File: config.mk
export PLATFORM = sky130hd
export DESIGN_NAME = fft_frame_ctrl_flat
export DESIGN_NICKNAME = d
export VERILOG_FILES = /design/src/rtl/fft_frame_ctrl_pkg.sv /design/src/rtl/fft_frame_ctrl_if.sv /design/src/rtl/fft_tag_delay.sv /design/src/rtl/fft_frame_ctrl.sv /design/src/flat_wrapper.sv
export SDC_FILE = /design/constraint.sdc
export NUM_CORES = 1
export LEC_CHECK = 0
export ABC_CLOCK_PERIOD_IN_PS = 9800
export BUFFER_PORTS_ARGS = -buffer_cell sky130_fd_sc_hd__clkbuf_2
export CORE_MARGIN = 2
export CORE_UTILIZATION = 54
export CTS_BUF_LIST = sky130_fd_sc_hd__clkbuf_16
export DETAILED_ROUTE_END_ITERATION = 8
export GPL_TIMING_DRIVEN = 1
export PLACE_DENSITY = 0.81
export SETUP_SLACK_MARGIN = 0.2
export SLEW_MARGIN = 20
export SYNTH_ARGS = -nofsm -noshare
export SYNTH_HDL_FRONTEND = slang
export SYNTH_SLANG_ARGS = --single-unit
File: constraint.sdc
create_clock -name clk -period 9.8 [get_ports clk]
set_input_delay 0.98 -clock clk [delete_from_list [all_inputs] [get_ports clk]]
set_output_delay 0.98 -clock clk [all_outputs]
set_load 0.1 [all_outputs]
File: src/rtl/fft_frame_ctrl_pkg.sv
// Shared sizing, FSM encoding and tag type for the fft frame sequencer.
package fft_frame_ctrl_pkg;
    localparam int N          = 64;
    localparam int LOG2N      = 6;
    localparam int DW         = 34;
    localparam int LAT        = 72;
    localparam int INFLIGHT_W = $clog2(LAT + 2);

    typedef enum logic {
        IDLE = 1'b0,
        LOAD = 1'b1
    } state_t;

    typedef struct packed {
        logic v;
        logic sop;
        logic eop;
    } tag_t;
endpackage

File: src/rtl/fft_frame_ctrl_if.sv
// Input sample handshake and tagged result stream of the fft frame sequencer.
interface fft_frame_ctrl_if import fft_frame_ctrl_pkg::*; ();
    logic [DW-1:0]    in_data;
    logic             in_valid;
    logic             in_ready;
    logic [DW-1:0]    out_data;
    logic             out_valid;
    logic             out_sop;
    logic             out_eop;
    logic [LOG2N-1:0] out_index;

    modport slave (
        input  in_data, in_valid,
        output in_ready, out_data, out_valid, out_sop, out_eop, out_index
    );

    modport master (
        output in_data, in_valid,
        input  in_ready, out_data, out_valid, out_sop, out_eop, out_index
    );
endinterface

File: src/rtl/fft_tag_delay.sv
// Fixed-depth shift register carrying {v,sop,eop} alongside the fft core pipeline.
module fft_tag_delay import fft_frame_ctrl_pkg::*; #(
    parameter int DEPTH = LAT
) (
    input  logic clk,
    input  logic rst,
    input  tag_t tag_in,
    output tag_t tag_out
);
    tag_t [DEPTH-1:0] pipe_reg;

    generate
        if (DEPTH == 1) begin : g_single
            always_ff @(posedge clk or posedge rst) begin
                if (rst) pipe_reg <= '0;
                else     pipe_reg <= tag_in;
            end
        end else begin : g_chain
            always_ff @(posedge clk or posedge rst) begin
                if (rst) pipe_reg <= '0;
                else     pipe_reg <= {pipe_reg[DEPTH-2:0], tag_in};
            end
        end
    endgenerate

    assign tag_out = pipe_reg[DEPTH-1];
endmodule

File: src/rtl/fft_frame_ctrl.sv
// Frame sequencer: feeds the free-running fft core one slot per clk and tags its output.
module fft_frame_ctrl import fft_frame_ctrl_pkg::*; (
    input  logic                 clk,
    input  logic                 rst,
    input  logic                 enable,
    fft_frame_ctrl_if.slave      io,
    output logic [DW-1:0]        core_din,
    input  logic [DW-1:0]        core_dout,
    output logic                 underrun,
    input  logic                 err_clr,
    output logic                 busy,
    output logic [15:0]          frame_cnt
);
    state_t                 state_reg;
    logic [LOG2N-1:0]       cnt_reg;
    logic                   underrun_reg;
    logic [INFLIGHT_W-1:0]  inflight_reg;
    logic [DW-1:0]          out_data_reg;
    logic                   out_valid_reg;
    logic                   out_sop_reg;
    logic                   out_eop_reg;
    logic [LOG2N-1:0]       out_index_reg;
    logic [15:0]            frame_cnt_reg;

    logic accept;
    logic slot_v;
    logic last_slot;
    tag_t tag_in;
    tag_t tag_dly;

    // Mid-frame the core must get a slot every cycle, so enable only gates frame start.
    assign io.in_ready = ~rst & ((state_reg == LOAD) | enable);
    assign accept      = io.in_valid & io.in_ready;
    assign slot_v      = (state_reg == LOAD) | accept;
    assign last_slot   = (state_reg == LOAD) && (cnt_reg == LOG2N'(N - 1));
    assign core_din    = (slot_v & io.in_valid) ? io.in_data : '0;
    assign tag_in      = {slot_v, (state_reg == IDLE) & accept, last_slot};

    always_ff @(posedge clk or posedge rst) begin
        if (rst) begin
            state_reg <= IDLE;
            cnt_reg   <= '0;
        end else begin
            case (state_reg)
                IDLE: begin
                    if (accept) begin
                        state_reg <= LOAD;
                        cnt_reg   <= LOG2N'(1);
                    end
                end
                LOAD: begin
                    cnt_reg <= cnt_reg + LOG2N'(1);
                    if (last_slot) state_reg <= IDLE;
                end
                default: state_reg <= IDLE;
            endcase
        end
    end

    always_ff @(posedge clk or posedge rst) begin
        if (rst)                                        underrun_reg <= 1'b0;
        else if ((state_reg == LOAD) && !io.in_valid)   underrun_reg <= 1'b1;
        else if (err_clr)                               underrun_reg <= 1'b0;
    end

    fft_tag_delay #(.DEPTH(LAT)) u_tag_delay (
        .clk     (clk),
        .rst     (rst),
        .tag_in  (tag_in),
        .tag_out (tag_dly)
    );

    // Slots without a valid tag are idle feed; their core output is dropped here.
    always_ff @(posedge clk or posedge rst) begin
        if (rst) begin
            out_data_reg  <= '0;
            out_valid_reg <= 1'b0;
            out_sop_reg   <= 1'b0;
            out_eop_reg   <= 1'b0;
            out_index_reg <= '0;
            frame_cnt_reg <= '0;
            inflight_reg  <= '0;
        end else begin
            out_valid_reg <= tag_dly.v;
            out_sop_reg   <= tag_dly.v & tag_dly.sop;
            out_eop_reg   <= tag_dly.v & tag_dly.eop;
            out_data_reg  <= tag_dly.v ? core_dout : '0;
            if (tag_dly.v)
                out_index_reg <= tag_dly.sop ? '0 : out_index_reg + LOG2N'(1);
            if (out_valid_reg & out_eop_reg)
                frame_cnt_reg <= frame_cnt_reg + 16'd1;
            inflight_reg <= inflight_reg + INFLIGHT_W'(slot_v) - INFLIGHT_W'(out_valid_reg);
        end
    end

    assign io.out_data  = out_data_reg;
    assign io.out_valid = out_valid_reg;
    assign io.out_sop   = out_sop_reg;
    assign io.out_eop   = out_eop_reg;
    assign io.out_index = out_index_reg;
    assign underrun     = underrun_reg;
    assign frame_cnt    = frame_cnt_reg;
    assign busy         = (state_reg == LOAD) | (inflight_reg != '0);
endmodule

File: src/flat_wrapper.sv
// flat-port wrapper written by rule: the top's interface ports become plain ports
module fft_frame_ctrl_flat import fft_frame_ctrl_pkg::*;
  (clk, rst, enable, core_din, core_dout, underrun, err_clr, busy, frame_cnt, io_in_data, io_in_valid, io_in_ready, io_out_data, io_out_valid, io_out_sop, io_out_eop, io_out_index);
  fft_frame_ctrl_if io_i ();
  input  logic clk;
  input  logic rst;
  input  logic enable;
  output logic [DW-1:0] core_din;
  input  logic [DW-1:0] core_dout;
  output logic underrun;
  input  logic err_clr;
  output logic busy;
  output logic [15:0] frame_cnt;
  input wire logic [$bits(io_i.in_data)-1:0] io_in_data;
  input wire logic [$bits(io_i.in_valid)-1:0] io_in_valid;
  output wire logic [$bits(io_i.in_ready)-1:0] io_in_ready;
  output wire logic [$bits(io_i.out_data)-1:0] io_out_data;
  output wire logic [$bits(io_i.out_valid)-1:0] io_out_valid;
  output wire logic [$bits(io_i.out_sop)-1:0] io_out_sop;
  output wire logic [$bits(io_i.out_eop)-1:0] io_out_eop;
  output wire logic [$bits(io_i.out_index)-1:0] io_out_index;
  assign io_i.in_data = io_in_data;
  assign io_i.in_valid = io_in_valid;
  assign io_in_ready = io_i.in_ready;
  assign io_out_data = io_i.out_data;
  assign io_out_valid = io_i.out_valid;
  assign io_out_sop = io_i.out_sop;
  assign io_out_eop = io_i.out_eop;
  assign io_out_index = io_i.out_index;
  fft_frame_ctrl u_core (.clk(clk), .rst(rst), .enable(enable), .io(io_i), .core_din(core_din), .core_dout(core_dout), .underrun(underrun), .err_clr(err_clr), .busy(busy), .frame_cnt(frame_cnt));
endmodule
==> summary.txt <==
Worst setup path
  – Crit path required time: 8.82 ns
  – Largest delay contributor family on the critical path: compound AO/OA/AOI/OAI gates
  – Kind of critical path: in -> out
  – Largest fanout on the critical path: 34
  – Startpoint Class: primary input
  – CP max stage cell: o21a_1
  – CP Capture Type: output pin
  – Critical path cell sequence: clkbuf_2 -> nor2b_1 -> o21a_1 -> and2_1 -> clkbuf_2
  – Most common cell on crit path: clkbuf_2
  – Critical Path AT: 2.66 ns
  – WP buf/inv: 2
  – CP peak stage delay: 0.63 ns

Final layout
  – Fillers: 1062
  – Final Non-Filler Cells: 936
  – Post-Route Utilization: 67.6%
  – Share of layout cells above drive strength 1: 30.3%
  – Final nets: 787
  – Area Growth Syn to Fin: 23.1%
  – N_diodes: 0
  – Multi-input gate area: 1300 um2
  – Sequential standard cell area: 7260 um2
  – Max reg flops: 213

Power and ir drop
  – Pint: 0.00201 W
  – Combinational share of power: 13.4%
  – Max IR drop VDD: 0.000195 V
  – Reg power frac: 48.7%
  – Leak: 5.61 nW
  – PwrDens: 257 nW/um2
  – Clock group share of total power: 37.9%
  – NetSw: 0.000729 W
  – Switching part of the total: 26.6%

Routing
  – Post-route DRC: 0
  – Drt wl/cell: 16.6 um
  – Final wirelength: 15500 um
  – Vias per cell: 4.86
  – Starting DRT DRC Count: 344
  – Antenna-violating nets left: 0
  – First-pass DRT Iterations: 4
  – Vias: 4546

Clock tree
  – PostCTS Resize Cnt: 0
  – TritonCTS clock tree: yes
  – Hold-fix buffers, CTS: 0
  – Deepest clock path buffer count: 3
  – Root buffer cell: clkbuf_16
  – H-tree Lvls: 1
  – Post-CTS setup buffers: 0
  – CTS buffer count: 27
  – Clk pin slew, worst setup/hold paths: 0.06 ns
  – Worst-skew pair later-pin latency: 0.51 ns
  – CTS Sinks: 290

Yosys
  – Yosys warnings: 0
  – Most frequent cells after synthesis: dfrtp_1 (290), and2_1 (70), inv_1 (20), xnor2_1 (16), nand2_1 (14)
  – Number of flops mapped to enable cells by yosys: 0
  – Yosys top cell area share: 83.8%
  – Synth unique cells: 39
  – Area contributors post-synth: dfrtp_1 (84%), and2_1 (5.1%), ha_1 (1.7%)
  – Register area share after synthesis: 83.8%
  – Synthesized net count: 595
  – Most common cell in the netlist: dfrtp_1
  – Gate Count Post-Synth: 509
  – Async S/R FF share, synth: 100%
  – Top_reg_cell synth: dfrtp_1
  – Synth Register Bits: 290
  – Synth Cell Area: 8660 um2
  – Post-synth top area cell: dfrtp_1
  – Mapped Avg Cell Area: 17.0 um2

Status
  – Status: finished, final reports clean

STA
  – Hold Violations, Final: 0
  – Fmax: 0.275 GHz
  – Tcrit/Tclk final: 37.1%
  – Final Setup Violations: 0
  – Setup_tns: 0 ns
  – Hold slack: 0.347 ns
  – Setup ws final: 6.16 ns
  – Minimum clock period: 3.64 ns
  – Clock skew: 0.00729 ns
  – Slew @ Worst Pin: 0.767 ns
  – RSZ-0062 raised after global routing: no
  – Max Slew Vio Count: 0
  – Rel. slew slack: 48.9%

Placed design
  – Inst Count DP: 888
  – Dpl ws: 6.15 ns
  – Gpl congestion: 0.834
  – Detailed Place HPWL: 9200 um
  – I/O Buffers: 168

GRT
  – Largest net degree at the start of global routing: 118
  – First-pass GRT wire length: 24500 um
  – Initial antenna violation count: 0
  – Gr usage total: 18.7%
  – GRT Residual Overflow: 0
  – Number of global-route vias before repair: 4755

Die
  – Die Footprint: 17100 um2
  – Starting density of the core: 54.9%
  – DIE WIDTH: 131 um
  – Ports: 169
  – # rows: 46
  – Die span in y: 131 um
  – Core Area: 15800 um2

Hold path
  – Hold crit path type: reg -> reg

Job
  – Max Cap Violations: 0
## final timing paths
path                            depth (start not counted)                       startpoint  slack, ns                              end
min in group asynchronous                               2                              rst       0.63                 u_core.state_reg
worst max register to register                          9                 u_core.state_reg       7.31           u_core.inflight_reg[6]
max in group asynchronous                               3                              rst       7.93            u_core.io.out_data[0]
worst min register to register                          0  u_core.u_tag_delay.pipe_reg[19]       0.35  u_core.u_tag_delay.pipe_reg[22]
worst min-delay path                                    0  u_core.u_tag_delay.pipe_reg[19]       0.35  u_core.u_tag_delay.pipe_reg[22]
worst max-delay path                                    5                              rst       6.16                     core_din[11]
## cell type report
| class | instances | area share [%] |
|---|---|---|
| sequential | 290 | 68.1 |
| multi-input combinational | 191 | 12.2 |
| timing repair buffer | 171 | 8.17 |
| clock buffer | 27 | 6.34 |
| tap | 216 | 2.53 |
| clock inverter | 21 | 1.97 |
| inverter | 20 | 0.774 |
## power by group through the flow
stage          clock network, W  logic (W)  registers, W
2_1_floorplan                 0   0.000288       0.00134
3_3_place_gp                  0   0.000337       0.00135
3_5_place_dp                  0   0.000361       0.00135
4_1_cts                 0.00106   0.000368       0.00134
5_1_grt                 0.00112   0.000398       0.00134
6_report                0.00104   0.000366       0.00133
## cell families (layout without fill, tap and decap cells)
family          after synthesis  count (layout)  synth area share [%]
fa+ha+maj                    13              13                  1.96
mux                           2               2                 0.246
xor+xnor                     20              20                  2.02
flops                       290             290                  83.8
buf+inv                      28             239                  1.23
simple gates                131             131                  8.99
compound gates               25              25                  1.76
## per-layer routing
layer / up-vias / GRT usage [%] / wire length (um)
met4: 0 / 6.38 / 457
li1: 2011 / - / -
met5: - / 0 / 0
met2: 215 / 30.9 / 7600
met1: 2294 / 25.5 / 6350
met3: 26 / 3.66 / 1100
## stage by stage
stage	power [W]	cell area [um2]
final	0.00274	10700
after global placement	0.00168	9770
after detailed placement	0.00171	9770
after global routing	0.00286	10700
after CTS	0.00277	10700
after floorplan	0.00163	8660
## cells in the final DEF, fill, tap and decap left out, types with 2 or more instances in the layout
cell        Yosys  routed
or2_2           2       2
xor2_1          4       4
nand2b_1        4       4
clkinv_2        0       3
clkinvlp_4      0       2
xnor2_1        16      16
buf_6           0       2
clkbuf_16       0      27
clkbuf_2        0     168
nand4_1         7       7
ha_1           12      12
bufinv_16       0       4
nand2_1        14      14
inv_6           0       2
dfrtp_1       290     290
nor2_1         10      10
o22ai_1         3       3
and2_1         70      70
a21oi_1         6       6
o21ai_0         9       9
inv_1          20      22
clkinv_1        0       6
nand3_1        12      12
No activity file was read; power rests on OpenSTA's default activity.
